`config.mk`:
```
export PLATFORM = sky130hd
export DESIGN_NAME = pulse_bram_reader_flat
export DESIGN_NICKNAME = d
export VERILOG_FILES = /design/src/rtl/pulse_bram_reader_if.sv /design/src/rtl/pulse_bram_reader.sv /design/src/flat_wrapper.sv
export SDC_FILE = /design/constraint.sdc
export NUM_CORES = 1
export LEC_CHECK = 0
export CAP_MARGIN = 0
export CELL_PAD_IN_SITES_DETAIL_PLACEMENT = 0
export CELL_PAD_IN_SITES_GLOBAL_PLACEMENT = 1
export CORE_MARGIN = 4
export CORE_UTILIZATION = 25
export CTS_CLUSTER_DIAMETER = 150
export DETAILED_ROUTE_END_ITERATION = 10
export HOLD_SLACK_MARGIN = 0.05
export PLACE_DENSITY = 0.77
export SLEW_MARGIN = 30
export SYNTH_ARGS = -nofsm -noshare
export SYNTH_HDL_FRONTEND = slang
export SYNTH_SLANG_ARGS = --single-unit
```
`constraint.sdc`:
```
create_clock -name clk_i -period 2.1 [get_ports clk_i]
set_input_delay 0.315 -clock clk_i [delete_from_list [all_inputs] [get_ports clk_i]]
set_output_delay 0.315 -clock clk_i [all_outputs]
set_load 0.01 [all_outputs]
```
`src/rtl/pulse_bram_reader_if.sv`:
```
// BRAM port and sample stream bundle for pulse_bram_reader.
// master = reader side; slave = BRAM plus the sample consumer.
interface pulse_bram_reader_if;
  logic [31:0] bram_addr;
  logic [31:0] bram_data_in;
  logic        bram_we;
  logic        bram_ena;
  logic [31:0] bram_data_out;
  logic [31:0] sample_data;
  logic        sample_valid;
  logic        sample_ready;

  modport master (
    output bram_addr,
    output bram_data_in,
    output bram_we,
    output bram_ena,
    input  bram_data_out,
    output sample_data,
    output sample_valid,
    input  sample_ready
  );

  modport slave (
    input  bram_addr,
    input  bram_data_in,
    input  bram_we,
    input  bram_ena,
    output bram_data_out,
    input  sample_data,
    output sample_ready,
    input  sample_valid
  );
endinterface

```
`src/rtl/pulse_bram_reader.sv`:
```
// Walks the pulse BRAM at a fixed tick rate and streams each word as a sample.
// Optional clear-on-read: define PULSE_READER_CLEAR_ON_READ_EN.
module pulse_bram_reader #(
  parameter int unsigned Depth   = 1024,
  parameter int unsigned RateDiv = 100
) (
  input  logic                       clk_i,
  input  logic                       rst_i,
  input  logic                       enable_i,
  pulse_bram_reader_if.master        bus_io,
  output logic                       wrap_pulse_o,
  output logic [15:0]                overrun_count_o
);

`ifdef PULSE_READER_CLEAR_ON_READ_EN
  localparam bit ClearOnRead = 1'b1;
`else
  localparam bit ClearOnRead = 1'b0;
`endif

  localparam int unsigned IdxW = $clog2(Depth);
  localparam int unsigned DivW = $clog2(RateDiv);

  typedef enum logic [2:0] {
    StIdle,
    StWaitTick,
    StRead,
    StCapture,
    StHandshake
  } state_e;

  state_e            state_q, state_d;
  logic [DivW-1:0]   div_q, div_d;
  logic [IdxW-1:0]   idx_q, idx_d;
  logic [31:0]       addr_q, addr_d;
  logic [31:0]       data_q, data_d;
  logic              ena_q, ena_d;
  logic              we_q, we_d;
  logic              valid_q, valid_d;
  logic              wrap_q, wrap_d;
  logic [15:0]       ovr_q, ovr_d;
  logic              tick;

  assign tick = (state_q != StIdle) && (div_q == DivW'(RateDiv - 1));

  always_comb begin
    state_d = state_q;
    div_d   = div_q;
    idx_d   = idx_q;
    addr_d  = addr_q;
    data_d  = data_q;
    ena_d   = ena_q;
    we_d    = 1'b0;
    valid_d = valid_q;
    wrap_d  = 1'b0;
    ovr_d   = ovr_q;

    // Divider free-runs outside idle so the sample grid never slips on stalls.
    if (state_q != StIdle) begin
      div_d = tick ? '0 : div_q + 1'b1;
    end

    unique case (state_q)
      StIdle: begin
        ena_d = 1'b0;
        if (enable_i) begin
          idx_d   = '0;
          div_d   = '0;
          state_d = StWaitTick;
        end
      end
      StWaitTick: begin
        if (!enable_i) begin
          state_d = StIdle;
        end else if (tick) begin
          addr_d  = 32'(idx_q) << 2;
          ena_d   = 1'b1;
          state_d = StRead;
        end
      end
      StRead: begin
        state_d = StCapture;
      end
      StCapture: begin
        data_d  = bus_io.bram_data_out;
        valid_d = 1'b1;
        we_d    = ClearOnRead;
        state_d = StHandshake;
      end
      StHandshake: begin
        ena_d = 1'b0;
        if (valid_q && bus_io.sample_ready) begin
          valid_d = 1'b0;
          wrap_d  = (idx_q == IdxW'(Depth - 1));
          idx_d   = (idx_q == IdxW'(Depth - 1)) ? '0 : idx_q + 1'b1;
          state_d = enable_i ? StWaitTick : StIdle;
        end
      end
      default: state_d = StIdle;
    endcase

    // A tick that lands while a sample is in flight is dropped, not queued.
    if (tick && (state_q inside {StRead, StCapture, StHandshake}) && (ovr_q != 16'hFFFF)) begin
      ovr_d = ovr_q + 16'd1;
    end
  end

  always_ff @(posedge clk_i) begin
    if (rst_i) begin
      state_q <= StIdle;
      div_q   <= '0;
      idx_q   <= '0;
      addr_q  <= '0;
      data_q  <= '0;
      ena_q   <= 1'b0;
      we_q    <= 1'b0;
      valid_q <= 1'b0;
      wrap_q  <= 1'b0;
      ovr_q   <= '0;
    end else begin
      state_q <= state_d;
      div_q   <= div_d;
      idx_q   <= idx_d;
      addr_q  <= addr_d;
      data_q  <= data_d;
      ena_q   <= ena_d;
      we_q    <= we_d;
      valid_q <= valid_d;
      wrap_q  <= wrap_d;
      ovr_q   <= ovr_d;
    end
  end

  assign bus_io.bram_addr    = addr_q;
  assign bus_io.bram_data_in = '0;
  assign bus_io.bram_we      = we_q;
  assign bus_io.bram_ena     = ena_q;
  assign bus_io.sample_data  = data_q;
  assign bus_io.sample_valid = valid_q;
  assign wrap_pulse_o        = wrap_q;
  assign overrun_count_o     = ovr_q;

endmodule

```
`src/flat_wrapper.sv`:
```
// flat-port wrapper written by rule: the top's interface ports become plain ports
module pulse_bram_reader_flat 
#(
  parameter int unsigned Depth   = 1024,
  parameter int unsigned RateDiv = 100
)
  (clk_i, rst_i, enable_i, wrap_pulse_o, overrun_count_o, bus_io_bram_addr, bus_io_bram_data_in, bus_io_bram_we, bus_io_bram_ena, bus_io_bram_data_out, bus_io_sample_data, bus_io_sample_valid, bus_io_sample_ready);
  pulse_bram_reader_if bus_io_i ();
  input  logic clk_i;
  input  logic rst_i;
  input  logic enable_i;
  output logic wrap_pulse_o;
  output logic [15:0] overrun_count_o;
  output wire logic [$bits(bus_io_i.bram_addr)-1:0] bus_io_bram_addr;
  output wire logic [$bits(bus_io_i.bram_data_in)-1:0] bus_io_bram_data_in;
  output wire logic [$bits(bus_io_i.bram_we)-1:0] bus_io_bram_we;
  output wire logic [$bits(bus_io_i.bram_ena)-1:0] bus_io_bram_ena;
  input wire logic [$bits(bus_io_i.bram_data_out)-1:0] bus_io_bram_data_out;
  output wire logic [$bits(bus_io_i.sample_data)-1:0] bus_io_sample_data;
  output wire logic [$bits(bus_io_i.sample_valid)-1:0] bus_io_sample_valid;
  input wire logic [$bits(bus_io_i.sample_ready)-1:0] bus_io_sample_ready;
  assign bus_io_bram_addr = bus_io_i.bram_addr;
  assign bus_io_bram_data_in = bus_io_i.bram_data_in;
  assign bus_io_bram_we = bus_io_i.bram_we;
  assign bus_io_bram_ena = bus_io_i.bram_ena;
  assign bus_io_i.bram_data_out = bus_io_bram_data_out;
  assign bus_io_sample_data = bus_io_i.sample_data;
  assign bus_io_sample_valid = bus_io_i.sample_valid;
  assign bus_io_i.sample_ready = bus_io_sample_ready;
  pulse_bram_reader #(.Depth(Depth), .RateDiv(RateDiv)) u_core (.clk_i(clk_i), .rst_i(rst_i), .enable_i(enable_i), .bus_io(bus_io_i), .wrap_pulse_o(wrap_pulse_o), .overrun_count_o(overrun_count_o));
endmodule
```
==> run metrics <==
initial antenna violation count 0; Syn Area/Cell ~8.3 um^2; Switching Share between 20% and 30%; crit path to u_core.overrun_count_o[15]; fin. max-slew vios 0; Die W 131 um; synth-to-layout area growth 36.5%; Congestion Overflow GR 0; status finished clean; Synth Register Bits between 80 and 90; Worst R2R Setup Slack 0.14 ns; Int Pwr roughly 2.7 mW; critical path arrival ~2.2 ns; library cells used by synthesis 47; DR DRC count 0; routed via count ~3300; Ys Warns 0; GP Congestion slightly below 0.8; Initial Util about a quarter; Final ANT Viol Nets 0; drt wl/cell around 13 um; final core utilization between 30% and 40%; Sequential Power Share 44.7%; Root Driver clkbuf_16; RSZ-0062 raised after global routing false; maxcap violations 0; Reg clk slew, reported paths approximately 0.07 ns; clk_lat worst skew 0.34 ns; dpl hpwl about 7.0 mm; vias in the first global route roughly 3200; Cells after Synth between 400 and 500; Worst Skew between 0.01 and 0.015 ns; post-cts hold buffer count 0; number of synthesized flops with an enable pin 0; normalized max-slew margin between 60 and 70%; GRT Util Overall a little over a tenth; slew of the pin with the lowest slew margin ~0.53 ns; final hold vios 0; Hold WC Path Type in2reg; post-DR vias/cell 4.37; P_sw 760 uW; DP Worst Slack slightly above 0.09 ns; Critical Path Fanout Max 8; final WL approximately 9.4 mm; Vert. Die Dim 131 um; Worst VDD drop between 0.4 and 0.5 mV; first-pass iteration count of the detailed router 4; PortBufs 96; max frequency about 510 MHz; ANT cells 0; worst r2r path cells 5; sequential cell area fraction in the yosys report between 40 and 50%; Final #Nets ~600; critical setup path kind reg2reg; post-route setup TNS 0 ns; num ports 152; worst r2r src u_core.state_q[0]; ratio of cells with drive above 1 in the final layout around 7.6%; post-route clock period utilization between 90% and 100%; Worst Setup SP u_core.state_q[0]; core area between 10000 and 15000 um^2; asr flop ratio synth 0%; Clk pwr share around 50%; most frequent cells in the layout clkdlybuf4s50_1 (95), dfxtp_1 (81), nand2_1 (79), conb_1 (55); Sink Count 81; commonest non-fill, non-tap cell in the layout clkdlybuf4s50_1; Static Leak approximately 1.8 nW; first-pass GRT wire length about 16 mm; # setup viols final 0; Hold Slack 0.436 ns; crit path time final just under 2 ns; htree depth 3; Synth Flop Type dfxtp_1; CTS buffer count 9; Clock Path Buffers 2; CTS tree done; Setup crit end kind register; row count 44; crit start category register; Comb pwr share between 5 and 6%; Iter 0 DRT Violations 96; Synth Cell Area about 3800 um^2; pwr/cell area approximately 670 nW/um^2; r2r endpoint u_core.overrun_count_o[15]; largest net degree at the start of global routing 34; WP data required 2.33 ns; area of the die 17200 um^2; Final WS setup 0.138 ns; Final Power ~3.5 mW
==> worst min path at each step <==
stage	start	to	slack, ns	cells past startpoint
after CTS	rst_i	u_core.bus_io.sample_valid	0.43	2
final	rst_i	u_core.bus_io.sample_valid	0.44	2
after floorplan	u_core.idx_q[8]	u_core.idx_q[8]	0.45	2
after detailed placement	u_core.bus_io.sample_data[9]	u_core.bus_io.sample_data[9]	0.45	2
after global placement	u_core.bus_io.sample_data[9]	u_core.bus_io.sample_data[9]	0.44	2
after global routing	rst_i	u_core.bus_io.sample_valid	0.47	2
==> cell type report <==
class / count / area [um^2]
clock buffers: 11 / 243
repair buffers: 116 / 1120
multi-input cells: 347 / 1860
flip-flops and latches: 81 / 1620
clock inverters: 5 / 86.3
fillers: 1511 / 9530
well taps: 184 / 230
inverters: 3 / 11.3
==> what timing repair did <==
action / in CTS / in global routing
endpoints found under the setup margin: 0 / 2
buffers inserted: 0 / 0
gates resized for setup: 0 / 3
==> cell families (layout without fill, tap and decap cells) <==
family	after synthesis	count (layout)	synth area share [%]
DFF	81	81	42.8
adders and majority gates	3	3	0.991
muxes	13	13	3.47
xor gates and xnor gates	19	19	4.39
buffers and inverters	81	135	14.0
and+or+nand+nor	193	193	24.4
other	1	55	0.0990
AOI/OAI and AO/OA	64	64	9.87
==> registers in the layout (all words and copies together), names as in the netlist <==
signal                      flops
u_core.wrap_pulse_o             1
u_core.bus_io.bram_ena          1
u_core.div_q                    7
u_core.bus_io.bram_addr        10
u_core.bus_io.sample_data      32
u_core.overrun_count_o         16
u_core.bus_io.sample_valid      1
u_core.state_q                  3
u_core.idx_q                   10
==> cell usage after synthesis (2+ instances only) <==
cell / number / share of area [%]
dfxtp_1: 81 / 43
buf_4: 56 / 11
and3_1: 7 / 1.2
buf_6: 2 / 0.59
and2_1: 4 / 0.66
mux2i_1: 12 / 3.2
nor3_1: 8 / 1.1
nand3_1: 14 / 1.8
a21oi_1: 45 / 5.9
nor2b_1: 3 / 0.50
ha_1: 3 / 0.99
nor4_1: 7 / 1.2
o31ai_1: 3 / 0.59
nor2_1: 45 / 4.5
inv_1: 3 / 0.30
and4_1: 7 / 1.6
nand4b_1: 2 / 0.46
clkbuf_1: 18 / 1.8
o21a_1: 2 / 0.40
nand2_1: 79 / 7.8
nand3b_1: 2 / 0.40
xnor2_1: 11 / 2.5
or3_1: 3 / 0.50
o21ai_0: 4 / 0.53
nand4_1: 3 / 0.50
nand2b_1: 2 / 0.33
xor2_1: 8 / 1.8
or4_1: 2 / 0.40
==> stage by stage <==
step / cell area (um^2) / std cells
after detailed placement: 4830 / 731
final: 5170 / 747
after global placement: 4830 / 731
after floorplan: 3990 / 509
after CTS: 5150 / 747
after global routing: 5170 / 747
==> power by group through the flow <==
stage / logic (mW) / registers (mW) / clock network (mW)
after global routing: 0.200 / 1.55 / 1.85
after detailed placement: 0.181 / 1.58 / 0
after CTS: 0.181 / 1.55 / 1.79
final: 0.183 / 1.55 / 1.73
after floorplan: 0.169 / 1.58 / 0
after global placement: 0.178 / 1.58 / 0
==> metal layers <==
layer  global-route usage [%]  part of all wire [%]
met1                     12.6                    43
met2                     18.9                    50
met3                     2.79                   5.1
met4                     5.78                   2.3
met5                        0                     0
==> worst max-delay path: stages, from the launching register on <==
cell,delay (ns)
dfxtp_1,0.39
nor3b_4,0.30
o2111ai_4,0.20
or2_1,0.28
nor4_1,0.32
mux2_2,0.37
(Power assumes the default switching activity.)
